## config.mk

```make
export PLATFORM = sky130hd
export DESIGN_NAME = fdc_spi_master
export DESIGN_NICKNAME = d
export VERILOG_FILES = /design/src/rtl/fdc_spi_pkg.sv /design/src/rtl/fdc_spi_master_byte.sv /design/src/rtl/fdc_spi_master.sv
export SDC_FILE = /design/constraint.sdc
export NUM_CORES = 1
export LEC_CHECK = 0
export CAP_MARGIN = 20
export CORE_UTILIZATION = 55
export CTS_CLUSTER_SIZE = 14
export DETAILED_ROUTE_END_ITERATION = 10
export GPL_TIMING_DRIVEN = 1
export PLACE_DENSITY = 0.87
export SYNTH_ARGS = -nofsm -noshare
export SYNTH_HDL_FRONTEND = slang
export SYNTH_SLANG_ARGS = --single-unit
```

## constraint.sdc

```tcl
create_clock -name clock_50 -period 3.2 [get_ports clock_50]
set_input_delay 0.64 -clock clock_50 [delete_from_list [all_inputs] [get_ports clock_50]]
set_output_delay 0.64 -clock clock_50 [all_outputs]
set_load 0.01 [all_outputs]
```

## src/rtl/fdc_spi_pkg.sv

```systemverilog
// Shared constants, op encodings and FSM states for the FDC SPI command master.
package fdc_spi_pkg;

  localparam logic [7:0] SPI_CMD_ADDR  = 8'h01;
  localparam logic [7:0] SPI_CMD_WRITE = 8'h02;
  localparam logic [7:0] SPI_CMD_READ  = 8'h03;
  localparam logic [7:0] SPI_DUMMY     = 8'h00;

  localparam logic [1:0] OP_SET_ADDR = 2'd0;
  localparam logic [1:0] OP_WRITE    = 2'd1;
  localparam logic [1:0] OP_READ     = 2'd2;
  localparam logic [1:0] OP_RSVD     = 2'd3;

  typedef enum logic [2:0] {IDLE, SETUP, HIGH, LOW, GAP, FINISH} state_t;

  // Byte number idx of the frame sequence a command expands to; unused slots give the dummy byte.
  function automatic logic [7:0] cmd_byte(input logic [1:0] op, input logic [15:0] addr,
                                          input logic [7:0] wdata, input logic [1:0] idx);
    logic [7:0] b;
    b = SPI_DUMMY;
    case (idx)
      2'd0: begin
        case (op)
          OP_SET_ADDR: b = SPI_CMD_ADDR;
          OP_WRITE:    b = SPI_CMD_WRITE;
          OP_READ:     b = SPI_CMD_READ;
          default:     b = SPI_DUMMY;
        endcase
      end
      2'd1: begin
        if (op == OP_SET_ADDR) b = addr[15:8];
        else if (op == OP_WRITE) b = wdata;
      end
      2'd2: begin
        if (op == OP_SET_ADDR) b = addr[7:0];
      end
      default: b = SPI_DUMMY;
    endcase
    return b;
  endfunction

  function automatic logic [1:0] last_index(input logic [1:0] op);
    return (op == OP_SET_ADDR) ? 2'd2 : 2'd1;
  endfunction

endpackage

```

## src/rtl/fdc_spi_master_byte.sv

```systemverilog
// Shifts one SS-framed mode-0 byte: SETUP, then eight HIGH/LOW half-periods of CLK_DIV cycles.
module spi_byte_master
  import fdc_spi_pkg::*;
#(
  parameter int CLK_DIV = 6
) (
  input  logic       clock_50,
  input  logic       reset,
  input  logic       start,
  input  logic [7:0] tx_byte,
  input  logic       miso,
  output logic       sclk,
  output logic       mosi,
  output logic       ss,
  output logic [7:0] rx_byte,
  output logic       byte_done
);

  state_t      state_q, state_d;
  logic [7:0]  cnt_q, cnt_d;
  logic [2:0]  bit_q, bit_d;
  logic [6:0]  shift_q, shift_d;
  logic [7:0]  rx_q, rx_d;
  logic        sclk_q, sclk_d, mosi_q, mosi_d, ss_q, ss_d;
  logic        tick;

  assign tick = (cnt_q == 8'(CLK_DIV - 1));

  always_ff @(posedge clock_50 or negedge reset) begin
    if (!reset) begin
      state_q <= IDLE;
      cnt_q   <= 8'd0;
      bit_q   <= 3'd0;
      shift_q <= 7'd0;
      rx_q    <= 8'd0;
      sclk_q  <= 1'b0;
      mosi_q  <= 1'b0;
      ss_q    <= 1'b1;
    end else begin
      state_q <= state_d;
      cnt_q   <= cnt_d;
      bit_q   <= bit_d;
      shift_q <= shift_d;
      rx_q    <= rx_d;
      sclk_q  <= sclk_d;
      mosi_q  <= mosi_d;
      ss_q    <= ss_d;
    end
  end

  always_comb begin
    state_d   = state_q;
    cnt_d     = (state_q == IDLE || tick) ? 8'd0 : cnt_q + 8'd1;
    bit_d     = bit_q;
    shift_d   = shift_q;
    rx_d      = rx_q;
    sclk_d    = sclk_q;
    mosi_d    = mosi_q;
    ss_d      = ss_q;
    byte_done = 1'b0;
    case (state_q)
      IDLE: begin
        if (start) begin
          state_d = SETUP;
          ss_d    = 1'b0;
          mosi_d  = tx_byte[7];
          shift_d = tx_byte[6:0];
          bit_d   = 3'd0;
        end
      end
      SETUP: begin
        if (tick) begin
          state_d = HIGH;
          sclk_d  = 1'b1;
          rx_d    = {rx_q[6:0], miso};
        end
      end
      HIGH: begin
        if (tick) begin
          state_d = LOW;
          sclk_d  = 1'b0;
          // After the last bit MOSI is simply held through the closing LOW phase.
          if (bit_q != 3'd7) begin
            mosi_d  = shift_q[6];
            shift_d = {shift_q[5:0], 1'b0};
          end
        end
      end
      LOW: begin
        if (tick) begin
          if (bit_q == 3'd7) begin
            state_d   = IDLE;
            ss_d      = 1'b1;
            mosi_d    = 1'b0;
            byte_done = 1'b1;
          end else begin
            state_d = HIGH;
            bit_d   = bit_q + 3'd1;
            sclk_d  = 1'b1;
            rx_d    = {rx_q[6:0], miso};
          end
        end
      end
      default: state_d = IDLE;
    endcase
  end

  assign sclk    = sclk_q;
  assign mosi    = mosi_q;
  assign ss      = ss_q;
  assign rx_byte = rx_q;

endmodule

```

## src/rtl/fdc_spi_master.sv

```systemverilog
// Expands host commands into FDC SPI byte sequences with inter-byte gaps and captures READ data.
module fdc_spi_master
  import fdc_spi_pkg::*;
#(
  parameter int CLK_DIV    = 6,
  parameter int GAP_CYCLES = 24
) (
  input  logic        clock_50,
  input  logic        reset,
  input  logic        cmd_valid,
  output logic        cmd_ready,
  input  logic [1:0]  cmd_op,
  input  logic [15:0] cmd_addr,
  input  logic [7:0]  cmd_wdata,
  output logic        done,
  output logic [7:0]  rdata,
  output logic        busy,
  output logic        sclk,
  output logic        mosi,
  input  logic        miso,
  output logic        ss
);

  state_t      state_q, state_d;
  logic [1:0]  op_q, op_d;
  logic [15:0] addr_q, addr_d;
  logic [7:0]  wdata_q, wdata_d;
  logic [1:0]  idx_q, idx_d;
  logic [7:0]  gap_q, gap_d;
  logic [7:0]  rdata_q, rdata_d;
  logic        start, byte_done;
  logic [7:0]  tx_byte, rx_byte;

  spi_byte_master #(.CLK_DIV(CLK_DIV)) u_byte (
    .clock_50  (clock_50),
    .reset     (reset),
    .start     (start),
    .tx_byte   (tx_byte),
    .miso      (miso),
    .sclk      (sclk),
    .mosi      (mosi),
    .ss        (ss),
    .rx_byte   (rx_byte),
    .byte_done (byte_done)
  );

  always_ff @(posedge clock_50 or negedge reset) begin
    if (!reset) begin
      state_q <= IDLE;
      op_q    <= OP_SET_ADDR;
      addr_q  <= 16'd0;
      wdata_q <= 8'd0;
      idx_q   <= 2'd0;
      gap_q   <= 8'd0;
      rdata_q <= 8'd0;
    end else begin
      state_q <= state_d;
      op_q    <= op_d;
      addr_q  <= addr_d;
      wdata_q <= wdata_d;
      idx_q   <= idx_d;
      gap_q   <= gap_d;
      rdata_q <= rdata_d;
    end
  end

  // SETUP here means "a byte is in flight"; the HIGH/LOW detail lives in spi_byte_master.
  always_comb begin
    state_d = state_q;
    op_d    = op_q;
    addr_d  = addr_q;
    wdata_d = wdata_q;
    idx_d   = idx_q;
    gap_d   = gap_q;
    rdata_d = rdata_q;
    start   = 1'b0;
    tx_byte = SPI_DUMMY;
    case (state_q)
      IDLE, FINISH: begin
        state_d = IDLE;
        if (cmd_valid) begin
          op_d    = cmd_op;
          addr_d  = cmd_addr;
          wdata_d = cmd_wdata;
          idx_d   = 2'd0;
          if (cmd_op == OP_RSVD) begin
            state_d = FINISH;
          end else begin
            state_d = SETUP;
            start   = 1'b1;
            tx_byte = cmd_byte(cmd_op, cmd_addr, cmd_wdata, 2'd0);
          end
        end
      end
      SETUP: begin
        if (byte_done) begin
          state_d = GAP;
          gap_d   = 8'd0;
        end
      end
      GAP: begin
        if (gap_q == 8'(GAP_CYCLES - 1)) begin
          if (idx_q == last_index(op_q)) begin
            state_d = FINISH;
            if (op_q == OP_READ) rdata_d = rx_byte;
          end else begin
            state_d = SETUP;
            idx_d   = idx_q + 2'd1;
            start   = 1'b1;
            tx_byte = cmd_byte(op_q, addr_q, wdata_q, idx_q + 2'd1);
          end
        end else begin
          gap_d = gap_q + 8'd1;
        end
      end
      default: state_d = IDLE;
    endcase
  end

  assign cmd_ready = (state_q == IDLE) || (state_q == FINISH);
  assign busy      = ~cmd_ready;
  assign done      = (state_q == FINISH);
  assign rdata     = rdata_q;

endmodule

```

Word level (Yosys, flattened, before mapping)
Index checks and enable logic that the tools add are counted.
- add/sub/neg operators: 4
- eq/ne operators: 30
- multiplexer cells: 67
- bitwise gates (word level): 1
- reduce and logical (&&, ||, !) cells: 27
- operators by type and width (operator ; number):
    8-bit 2-to-1 mux ; 11
    8-bit one-hot mux with 2 select lines ; 3
    3-bit 2-to-1 mux ; 12
    4-bit AND reduction ; 7
    8-bit one-hot mux with 3 select lines ; 1
    7-bit 2-to-1 mux ; 3
    1-bit 2-to-1 mux ; 19
    8-bit by 1-bit adder with 8-bit output, second input constant ; 2
    2-bit 2-to-1 mux ; 7
    2-bit inequality test, second input constant ; 7
    7-bit one-hot mux with 2 select lines ; 1
    2-bit one-hot mux with 3 select lines ; 2
    3-bit one-hot mux with 4 select lines ; 1
    2-bit by 1-bit inequality test with 1-bit output, second input constant ; 5
    2-bit nonzero test ; 5
    3-bit == test, second input constant ; 3
    3-bit one-hot mux with 3 select lines ; 1
    2-bit == test, second input constant ; 4
    8-bit by 3-bit == test with 1-bit output, second input constant ; 1
    8-bit by 5-bit == test with 1-bit output, second input constant ; 1
    2-bit by 1-bit == test with 1-bit output, second input constant ; 3
    3-bit by 1-bit == test with 1-bit output, second input constant ; 2
    3-bit by 2-bit == test with 1-bit output, second input constant ; 2
    2-bit logical NOT ; 3
    other kinds (17) ; 23
- register bits after elaboration: 79
- bits of input ports: 30

Logic depth before layout (Yosys ltp)
Gate-level depths: netlist of the first run.
- word-level depth: 9
- gate-level depth with buffers: 8
- mapped depth without buffers: 7

Modules after synthesis
A second synthesis of the first run with hierarchy kept.
- cell total of the unflattened synthesis: 349
- area total of the unflattened synthesis: 3993.8 um2
- modules (own cells, without submodules) (module ; instances ; cells an instance ; area an instance (um2) ; sequential area each (um2)):
    fdc_spi_master ; 1 ; 214 ; 2413.6 ; 1151.1
    spi_byte_master ; 1 ; 135 ; 1580.3 ; 777.0

Least setup slack after synthesis of the first run
OpenSTA, ideal clock, no wires.
- kind: flip-flop to flip-flop
- start point: register op_q[0]
- end point: register u_byte.shift_q[0]
- library setup time: 0.125 ns
- arrival time: 1.868 ns
- required time: 3.075 ns
- path slack: 1.208 ns
- cell stages (with the launch flop): 9
- period minus slack after synthesis: 1.992 ns
- cells stage by stage: dfrtp_1 > inv_1 > ha_1 > buf_2 > nand2b_1 > o22ai_1 > o22a_2 > o22ai_4 > mux2_2
- word-level cells in the longest chain between the ends: 9
- RTL lines (item ; line ; RTL):
    start: declaration ; fdc_spi_master.sv:25 ; logic [1:0] op_q, op_d;
    start signal: assignment ; fdc_spi_master.sv:58 ; op_q <= op_d;
    2-bit by 1-bit == test with 1-bit output ; fdc_spi_pkg.sv:23, fdc_spi_pkg.sv:32 ;
    8-bit 2-to-1 mux ; fdc_spi_pkg.sv:32 ; else if (op == OP_WRITE) b = wdata;
    8-bit 2-to-1 mux ; fdc_spi_pkg.sv:31 ; if (op == OP_SET_ADDR) b = addr[15:8];
    8-bit one-hot mux with 3 select lines ; fdc_spi_pkg.sv:21 ; case (idx)
    8-bit 2-to-1 mux ; fdc_spi_master.sv:103 ; if (idx_q == last_index(op_q)) begin
    8-bit 2-to-1 mux ; fdc_spi_master.sv:102 ; if (gap_q == 8'(GAP_CYCLES - 1)) begin
    8-bit one-hot mux with 2 select lines ; fdc_spi_master.sv:78 ; case (state_q)
    7-bit 2-to-1 mux ; fdc_spi_master_byte.sv:63 ; if (start) begin
    7-bit one-hot mux with 2 select lines ; fdc_spi_master_byte.sv:61 ; case (state_q)
    end signal: assignment ; fdc_spi_master_byte.sv:43 ; shift_q <= shift_d;
    end: declaration ; fdc_spi_master_byte.sv:22 ; logic [6:0] shift_q, shift_d;
Several ways; a longest one is shown, not always the timed one. The select of a mux whose other input is x is not followed.
A chain may end at the register's enable or synchronous reset.

Final worst setup path of the first run
- start point: register state_q[0]
- end point: output port busy
- word-level cells in the longest chain between the ends: 3
- RTL lines (item ; line ; RTL):
    start: declaration ; fdc_spi_master.sv:24 ; state_t state_q, state_d;
    start signal: assignment ; fdc_spi_master.sv:57 ; state_q <= state_d;
    3-bit == test / 3-bit logical NOT (equally long branches) ; fdc_spi_master.sv:120 ; assign cmd_ready = (state_q == IDLE) || (state_q == FINISH);
    1-bit logical OR * ; fdc_spi_master.sv:120 ;
    1-bit inverter * ; fdc_spi_master.sv:121 ; assign busy = ~cmd_ready;
    end: declaration ; fdc_spi_master.sv:17 ; output logic busy,
Every way passes the cells marked *; elsewhere a longest branch is shown, timed or not.

==> flow_metrics.env, run 1 <==
export IMPL_outcome="finished, final reports clean"
export IMPL_nNetsFinal=420
export IMPL_slew_violations=0
export IMPL_io_pins=44
export IMPL_final_period_utilization_pct=78.08
export IMPL_synth_nets=377
export IMPL_setup_tns_ps=0
export IMPL_pwr_density_cell_mw_per_mm2=812.1
export IMPL_path_cells="inv_1 > ha_1 > inv_1 > clkdlybuf4s50_1"
export IMPL_crit_top_cell="inv_1"
export IMPL_ctsHtreeMaxLevel=3
export IMPL_wl_met2_mm=3.580
export IMPL_wl_per_cell_um=15.75
export IMPL_slowest_delay_ps=550
export IMPL_slew_headroom_pct=37.65
export IMPL_grt_pass1_vias=2657
export IMPL_path_buf_inv=3
export IMPL_cts_root_buf="clkbuf_8"
export IMPL_seq_area_frac_synth_pct=50.89
export IMPL_dieArea_mm2=0.007224
export IMPL_postCtsSetupBuffers=0
export IMPL_clk_pin_slew_ps=70
export IMPL_syn2layout_area_growth_pct=17.14
export IMPL_critPathTopFamily="buffers and inverters"
export IMPL_peakVddDrop_mv=0.5156
export IMPL_wl_mm=7.137
export IMPL_cp_data_arrival_time_ps=1860
export IMPL_viasPerCell=5.837
export IMPL_highest_layer="met4"
export IMPL_synth_edff_count=0
export IMPL_synth_cell_area_mm2=0.003789
export IMPL_place_congestion=0.7930
export IMPL_async_reset_ff_share_pct=100.0
export IMPL_grt_use_total_pct=21.91
export IMPL_min_period_ps=2499
export IMPL_cp_end_kind="output port"
export IMPL_grt_pass1_wl_mm=12.43
export IMPL_drv_cap=0
export IMPL_crit_required_ps=2560
export IMPL_portBuffers=43
export IMPL_netlist_instances=328
export IMPL_dp_slack_ps=813.7
export IMPL_synthDistinctLibCells=49
export IMPL_drt_drc_violations_left=0
export IMPL_met3_length_um=332
export IMPL_setup_slack_ps=701.3
export IMPL_postRouteAntennaNets=0
export IMPL_cp_slowest_cell="clkdlybuf4s50_1"
export IMPL_clkLatencyLatePin_ps=340
export IMPL_path_max_fanout=5
export IMPL_mostFrequentLayoutCells="76 x dfrtp_1, 49 x mux2_2, 42 x clkdlybuf4s50_1"
export IMPL_start_util_pct=58.33
export IMPL_cts_buffers=9
export IMPL_worstMarginPinSlew_ps=935.2
export IMPL_worstSetupPathType="reg -> out"
export IMPL_ys_ff_latch=77
export IMPL_p_leak_nw=1.967
export IMPL_drive_above_1_share_pct=19.95
export IMPL_cts_resized=0
export IMPL_hold_viol_final=0
export IMPL_setup_viol=0
export IMPL_met1_length_mm=3.104
export IMPL_post_route_util_pct=68.33
export IMPL_clock_path_buffers=2
export IMPL_drtIter0Drc=226
export IMPL_layout_commonest_cell="dfrtp_1"
export IMPL_hold_path_class="in -> async"
export IMPL_ys_warn_count=0
export IMPL_core_region_area_mm2=0.006495
export IMPL_antenna_found_initial=0
export IMPL_grt_remaining_overflow=0
export IMPL_max_freq_ghz=0.4002
export IMPL_first_pass_iters=4
export IMPL_p_total_w=0.003604
export IMPL_clock_skew_ps=3.281
export IMPL_dp_hpwl_mm=5.120
export IMPL_fp_row_count=29
export IMPL_cts_sinks=77
export IMPL_cts_tree="yes"
export IMPL_synth_avg_cell_area_um2=11.55
export IMPL_vias=2644
export IMPL_antenna_cells=0
export IMPL_die_h_um=85.00
export IMPL_synth_ff_type="dfrtp_1"
export IMPL_grt_max_degree=78
export IMPL_cts_hold_buf=0
export IMPL_worstSetupStartpointType="flop"
export IMPL_die_w_um=85.00
export IMPL_grt_setup_unrepaired="no"
cell families (layout without fill, tap and decap cells):
logic type               after synthesis  count (layout)  share of synthesized area [%]
multiplexers                          52              52                          15.36
XOR/XNOR                               7               7                          1.618
adder cells (fa/ha/maj)               19              19                          6.275
flip-flops                            77              77                          50.89
AO/OA/AOI/OAI                         58              58                          10.63
AND/OR/NAND/NOR                       90              90                          11.95
buffers and inverters                 25              73                          3.269
sequential cells by signal (all words and copies together), names as in the netlist:
name            count
idx_q               2
u_byte.cnt_q        8
addr_q             16
gap_q               8
u_byte.sclk         1
u_byte.ss           1
u_byte.shift_q      7
op_q                2
u_byte.mosi         1
u_byte.bit_q        3
u_byte.rx_byte      8
state_q             2
wdata_q             8
rdata               8
u_byte.state_q      2
cell usage after synthesis (4+ instances only):
library cell,number,area [um^2]
and2_1,4,25.02
xor2_1,6,52.55
nor2_1,17,63.81
and3_1,5,31.28
nand3_1,9,45.04
a222oi_1,5,50.05
ha_1,19,237.7
nand2_1,33,123.9
mux2_2,49,551.8
nor3_1,5,25.02
o22ai_1,4,25.02
inv_1,13,48.80
o21ai_0,21,105.1
a21oi_1,7,35.03
dfrtp_1,76,1902
o31ai_1,4,30.03
clkbuf_1,4,15.01
worst reg2reg max path: cells and delay by family (launching register included):
family / cells / cell delay, ps
compound gates: 3 / 720
fa+ha+maj: 1 / 380
buf+inv: 1 / 140
flops: 1 / 410
mux: 1 / 380
simple gates: 1 / 160
stage by stage:
step	instance area (um^2)	hold WS, ps	cells
after global placement	4245	470.6	437
final	4438	448.5	453
after CTS	4438	467.8	453
after global routing	4438	525.3	453
after floorplan	3789	344.4	328
after detailed placement	4245	476.6	437
where the power goes:
group          switching, W  internal [W]
clock              0.000338      0.000380
sequential         0.000245       0.00129
combinational      0.000686      0.000662
final timing paths:
| check | start | endpoint | cells past startpoint | slack, ps |
|---|---|---|---|---|
| worst min register to register | u_byte.sclk | u_byte.sclk | 2 | 490 |
| worst max-delay path | state_q[0] | busy | 4 | 700 |
| max in group asynchronous | reset | idx_q[1] | 1 | 2160 |
| min in group clock_50 | u_byte.sclk | u_byte.sclk | 2 | 490 |
| worst min-delay path | reset | u_byte.cnt_q[1] | 1 | 450 |
| worst max register to register | op_q[1] | u_byte.shift_q[4] | 7 | 890 |
cell type report:
class,instances,area [um^2]
fill,460,2057
sequential,77,1928
multi-input combinational,226,1737
timing repair buffer,44,435.4
clock buffer,12,145.1
tap,77,96.34
inverter,13,48.80
clock inverter,4,47.55
routing by layer:
| metal | vias to the layer above | track usage (%) |
|---|---|---|
| li1 | 1260 | - |
| met1 | 1298 | 29.01 |
| met2 | 75 | 36.14 |
| met3 | 11 | 3.405 |
| met4 | 0 | 9.245 |
| met5 | - | 0 |
No activity file was read; power rests on OpenSTA's default activity.
==> run 2, diff against run 1 <==
Clock period 3.2 ns to 2.4 ns, I/O delays scaled along.
==> run 2 against run 1 <==
Compared with the run above: global-route usage up 0.56 points; critical path depth stayed put; via count increased by 0.76%; wire length rose by 3.7%; core utilization is 1.0 points higher; hold slack lost 370 ps; die area unchanged; flip-flop and latch count is the same; clock skew grew 8.7 ps; sequential share of layout area shrank 0.60 points; non-clock buffer count up 5; cell area is 1.5% higher; critical path type unchanged.
==> flow_metrics.env, run 2 (synthesis results as in run 1) <==
export IMPL_outcome="finished, final reports clean"
export IMPL_nNetsFinal=425
export IMPL_fp_row_count=29
export IMPL_setup_tns_ps=0
export IMPL_p_int_w=0.003153
export IMPL_ctsHtreeMaxLevel=3
export IMPL_grt_pass1_wl_mm=12.52
export IMPL_syn2layout_area_growth_pct=18.86
export IMPL_drive_above_1_share_pct=22.11
export IMPL_portBuffers=43
export IMPL_seq_area_mm2=0.001929
export IMPL_multi_input_area_mm2=0.001742
export IMPL_cp_data_arrival_time_ps=1830
export IMPL_wl_per_cell_um=16.20
export IMPL_dieArea_mm2=0.007224
export IMPL_dp_slack_ps=142.6
export IMPL_die_w_um=85.00
export IMPL_p_total_w=0.004911
export IMPL_cp_end_kind="output port"
export IMPL_mostFrequentLayoutCells="75 x dfrtp_1, 49 x mux2_2, 42 x clkdlybuf4s50_1"
export IMPL_grt_setup_unrepaired="no"
export IMPL_r2r_cells=6
export IMPL_grt_remaining_overflow=0
export IMPL_design_area_mm2=0.004503
export IMPL_pwr_density_cell_mw_per_mm2=1091
export IMPL_switching_share_pct=35.80
export IMPL_cts_root_buf="clkbuf_8"
export IMPL_p_sw_w=0.001758
export IMPL_clock_path_buffers=2
export IMPL_p_seq_share_pct=41.9
export IMPL_clkLatencyLatePin_ps=360
export IMPL_antenna_found_initial=0
export IMPL_vias=2664
export IMPL_p_clk_share_pct=19.3
export IMPL_slew_headroom_pct=51.54
export IMPL_fill_cells=461
export IMPL_crit_required_ps=1920
export IMPL_postRouteAntennaNets=0
export IMPL_setup_viol=0
export IMPL_path_cells="inv_1 > ha_2 > inv_1 > clkdlybuf4s50_1"
export IMPL_drtIter0Drc=158
export IMPL_worstSetupStartpointType="flop"
export IMPL_grt_pass1_vias=2688
export IMPL_worstMarginPinSlew_ps=719.4
export IMPL_p_leak_nw=1.995
export IMPL_dp_hpwl_mm=5.220
export IMPL_antenna_cells=0
export IMPL_viasPerCell=5.829
export IMPL_worstSetupPathType="reg -> out"
export IMPL_setup_slack_ps=85.51
export IMPL_min_period_ps=2314
export IMPL_dpl_cell_area_mm2=0.004308
export IMPL_path_max_fanout=5
export IMPL_grt_use_total_pct=22.48
export IMPL_hold_viol_final=0
export IMPL_slowest_delay_ps=570
export IMPL_top_register="addr_q"
export IMPL_start_util_pct=58.33
export IMPL_drv_cap=0
export IMPL_crit_top_cell="inv_1"
export IMPL_first_pass_iters=4
export IMPL_clk_pin_slew_ps=90
export IMPL_hold_path_class="in -> async"
export IMPL_final_period_utilization_pct=96.44
export IMPL_layout_commonest_cell="dfrtp_1"
export IMPL_peakVddDrop_mv=0.6221
export IMPL_die_h_um=85.00
export IMPL_max_freq_ghz=0.4321
export IMPL_slew_violations=0
export IMPL_largest_register_ffs=16
export IMPL_clock_skew_ps=11.96
export IMPL_place_congestion=0.7818
export IMPL_postCtsSetupBuffers=0
export IMPL_grt_max_degree=42
export IMPL_cp_slowest_cell="clkdlybuf4s50_1"
export IMPL_core_region_area_mm2=0.006495
export IMPL_cts_buffers=9
export IMPL_wl_mm=7.404
export IMPL_io_pins=44
export IMPL_cts_sinks=77
export IMPL_cts_tree="yes"
export IMPL_share_comb_of_total_power_pct=38.8
export IMPL_drt_drc_violations_left=0
-- run 2: what timing repair did --
action | 4_1_cts | 5_1_grt
hold buffers | 0 | 0
setup endpoints to repair | 0 | 5
gates resized for setup | 0 | 3
-- run 2: routing by layer --
layer  vias up  routed length, um  track usage (%)
li1       1268                  -                -
met1      1305               3290            29.17
met2        73               3658            36.22
met3        18                275            4.864
met4         0                179            10.63
met5         -                  0                0
-- run 2: layout make-up --
cell class / count / share of cell area, %
Tap cell: 77 / 2.139
Clock buffer: 9 / 2.751
Multi-Input combinational cell: 226 / 38.68
Timing Repair Buffer: 49 / 11.06
Inverter: 13 / 1.084
Sequential cell: 77 / 42.85
Clock inverter: 6 / 1.445
-- run 2: through the flow --
| stage | hold slack [ps] | utilization (%) | cells |
|---|---|---|---|
| floorplan | 184.4 | - | 328 |
| global placement | 463.1 | 66.33 | 442 |
| detailed placement | 471.1 | 66.33 | 442 |
| CTS | 92.32 | 69.24 | 457 |
| global route | 108.7 | 69.33 | 457 |
| finish | 83.27 | 69.33 | 457 |
-- run 2: final timing paths --
path | start | to | slack, ps
min in group clock_50 | u_byte.sclk | u_byte.sclk | 490
worst min-delay path | reset | u_byte.sclk | 80
worst max register to register | gap_q[0] | u_byte.shift_q[1] | 180
worst max-delay path | state_q[0] | busy | 90
worst min register to register | u_byte.sclk | u_byte.sclk | 490
max in group asynchronous | reset | op_q[1] | 1740
-- run 2: critical path, delay by kind of cell, from the launching register on --
| family | cells | cell delay, ps |
|---|---|---|
| buffers and inverters | 3 | 740 |
| adder cells (fa/ha/maj) | 1 | 300 |
| flip-flops | 1 | 440 |
-- run 2: power by group through the flow --
stage               Clock (W)  Combinational [W]  Sequential [W]
global route          0.00101            0.00211         0.00212
floorplan                   0            0.00139         0.00196
finish               0.000949            0.00191         0.00206
CTS                  0.000971            0.00190         0.00205
detailed placement          0            0.00187         0.00207
global placement            0            0.00179         0.00204
==> run 3, diff against run 2 <==
Settings changed: RECOVER_POWER from default to 25.
==> run 3 against run 2 <==
Compared with the run above: the run now ends with max-capacitance violations, max-slew violations left; total power about the same; wire length fell by 0.12%; hold slack better by 400 ps; core utilization down 0.058 points; sequential share of layout area hardly changed; count of clock-buffer cells in the layout did not move; register-to-register slack barely moved; sequential power barely moved.
==> flow_metrics.env, run 3 (synthesis results as in run 1) <==
export IMPL_grt_pass1_vias=2688
export IMPL_cp_end_kind="output port"
export IMPL_path_buf_inv=3
export IMPL_portBuffers=43
export IMPL_drtIter0Drc=156
export IMPL_p_sw_w=0.001757
export IMPL_fill_cells=461
export IMPL_fp_row_count=29
export IMPL_drt_drc_violations_left=0
export IMPL_setup_tns_ps=0
export IMPL_mostFrequentLayoutCells="75 x dfrtp_1, 49 x mux2_2, 42 x clkdlybuf4s50_1"
export IMPL_hold_viol_final=0
export IMPL_antenna_found_initial=0
export IMPL_cts_buffers=9
export IMPL_cts_root_buf="clkbuf_8"
export IMPL_layout_commonest_cell="dfrtp_1"
export IMPL_crit_required_ps=1920
export IMPL_nNetsFinal=425
export IMPL_grt_max_degree=42
export IMPL_clk_pin_slew_ps=90
export IMPL_clkLatencyLatePin_ps=360
export IMPL_antenna_cells=0
export IMPL_crit_top_cell="inv_1"
export IMPL_dieArea_mm2=0.007224
export IMPL_wl_mm=7.395
export IMPL_cts_sinks=77
export IMPL_design_area_mm2=0.004499
export IMPL_ctsHtreeMaxLevel=3
export IMPL_vias=2665
export IMPL_critPathTopFamily="buffers and inverters"
export IMPL_p_leak_nw=1.991
export IMPL_share_comb_of_total_power_pct=38.8
export IMPL_postCtsSetupBuffers=0
export IMPL_drv_cap=1
export IMPL_grt_remaining_overflow=0
export IMPL_reg2reg_setup_slack_ps=180
export IMPL_slew_headroom_pct=-33.89
export IMPL_slew_violations=37
export IMPL_die_h_um=85.00
export IMPL_peakVddDrop_mv=0.6221
export IMPL_grt_use_total_pct=22.48
export IMPL_io_pins=44
export IMPL_switching_share_pct=35.79
export IMPL_p_seq_share_pct=41.9
export IMPL_outcome="finished with violations"
export IMPL_p_total_w=0.004910
export IMPL_path_max_fanout=5
export IMPL_start_util_pct=58.33
export IMPL_syn2layout_area_growth_pct=18.76
export IMPL_grt_pass1_wl_mm=12.52
export IMPL_largest_register_ffs=16
export IMPL_cp_data_arrival_time_ps=1830
export IMPL_postRouteAntennaNets=0
export IMPL_setup_viol=0
export IMPL_drive_above_1_share_pct=21.84
export IMPL_path_cells="inv_1 > ha_2 > inv_1 > clkdlybuf4s50_1"
export IMPL_worstMarginPinSlew_ps=2008
export IMPL_die_w_um=85.00
export IMPL_pwr_density_cell_mw_per_mm2=1091
export IMPL_violations="max-capacitance violations, max-slew violations"
export IMPL_max_freq_ghz=0.4321
export IMPL_slowest_delay_ps=570
export IMPL_p_int_w=0.003152
export IMPL_final_period_utilization_pct=96.44
export IMPL_wl_per_cell_um=16.18
export IMPL_worstSetupStartpointType="flop"
export IMPL_top_register="addr_q"
export IMPL_hold_path_class="reg -> reg"
export IMPL_clock_skew_ps=12.23
export IMPL_core_region_area_mm2=0.006495
export IMPL_dp_slack_ps=142.6
export IMPL_first_pass_iters=4
export IMPL_setup_slack_ps=85.52
export IMPL_cp_slowest_cell="clkdlybuf4s50_1"
export IMPL_dp_hpwl_mm=5.220
export IMPL_cts_tree="yes"
export IMPL_place_congestion=0.7818
export IMPL_grt_setup_unrepaired="no"
export IMPL_dpl_cell_area_mm2=0.004308
export IMPL_clock_path_buffers=2
export IMPL_worstSetupPathType="reg -> out"
export IMPL_min_period_ps=2314
export IMPL_viasPerCell=5.832
export IMPL_p_clk_share_pct=19.3
run 3: path summary, 6_finish.rpt:
kind / from / endpoint / depth (start not counted)
setup reg to reg: gap_q[0] / u_byte.shift_q[1] / 6
hold / removal: u_byte.sclk / u_byte.sclk / 2
max in group asynchronous: reset / addr_q[15] / 1
hold reg to reg: u_byte.sclk / u_byte.sclk / 2
setup / recovery: state_q[0] / busy / 4
min in group asynchronous: reset / u_byte.sclk / 1
run 3: per-stage QoR:
stage / utilization [%] / hold WS, ps / cells
after floorplan: - / 184.4 / 328
after global placement: 66.33 / 463.1 / 442
after detailed placement: 66.33 / 471.1 / 442
after CTS: 69.24 / 92.32 / 457
after global routing: 69.27 / 530.3 / 457
final: 69.27 / 487.4 / 457
run 3: layer usage:
| metal | GRT usage [%] | share of wire, % |
|---|---|---|
| met1 | 29.17 | 44 |
| met2 | 36.22 | 49 |
| met3 | 4.864 | 3.7 |
| met4 | 10.63 | 2.4 |
| met5 | 0 | 0 |
run 3: final cells by class:
cell class | instances | area, um^2 | area share [%]
clock buffer | 9 | 123.9 | 2.753
clock inverter | 6 | 65.06 | 1.446
inverter | 13 | 48.80 | 1.085
multi-input combinational | 226 | 1742 | 38.71
sequential | 77 | 1929 | 42.88
tap | 77 | 96.34 | 2.141
timing repair buffer | 49 | 494.2 | 10.98
run 3: timing repair:
action	CTS	global route
hold endpoints to repair	0	0
endpoints found under the setup margin	0	5
hold buffers	0	0
resized for setup	0	3
run 3: worst register-to-register path, stage by stage (launching register included):
cell,delay (ps)
dfrtp_1,400
ha_1,190
and2_0,260
nand4_1,210
o22a_2,340
o22ai_4,300
mux2_2,390
run 3: power by group through the flow:
stage          registers (W)  clock network [W]  logic [W]
2_1_floorplan        0.00196                  0    0.00139
3_3_place_gp         0.00204                  0    0.00179
3_5_place_dp         0.00207                  0    0.00187
4_1_cts              0.00205           0.000971    0.00190
5_1_grt              0.00212            0.00101    0.00211
6_report             0.00206           0.000949    0.00190
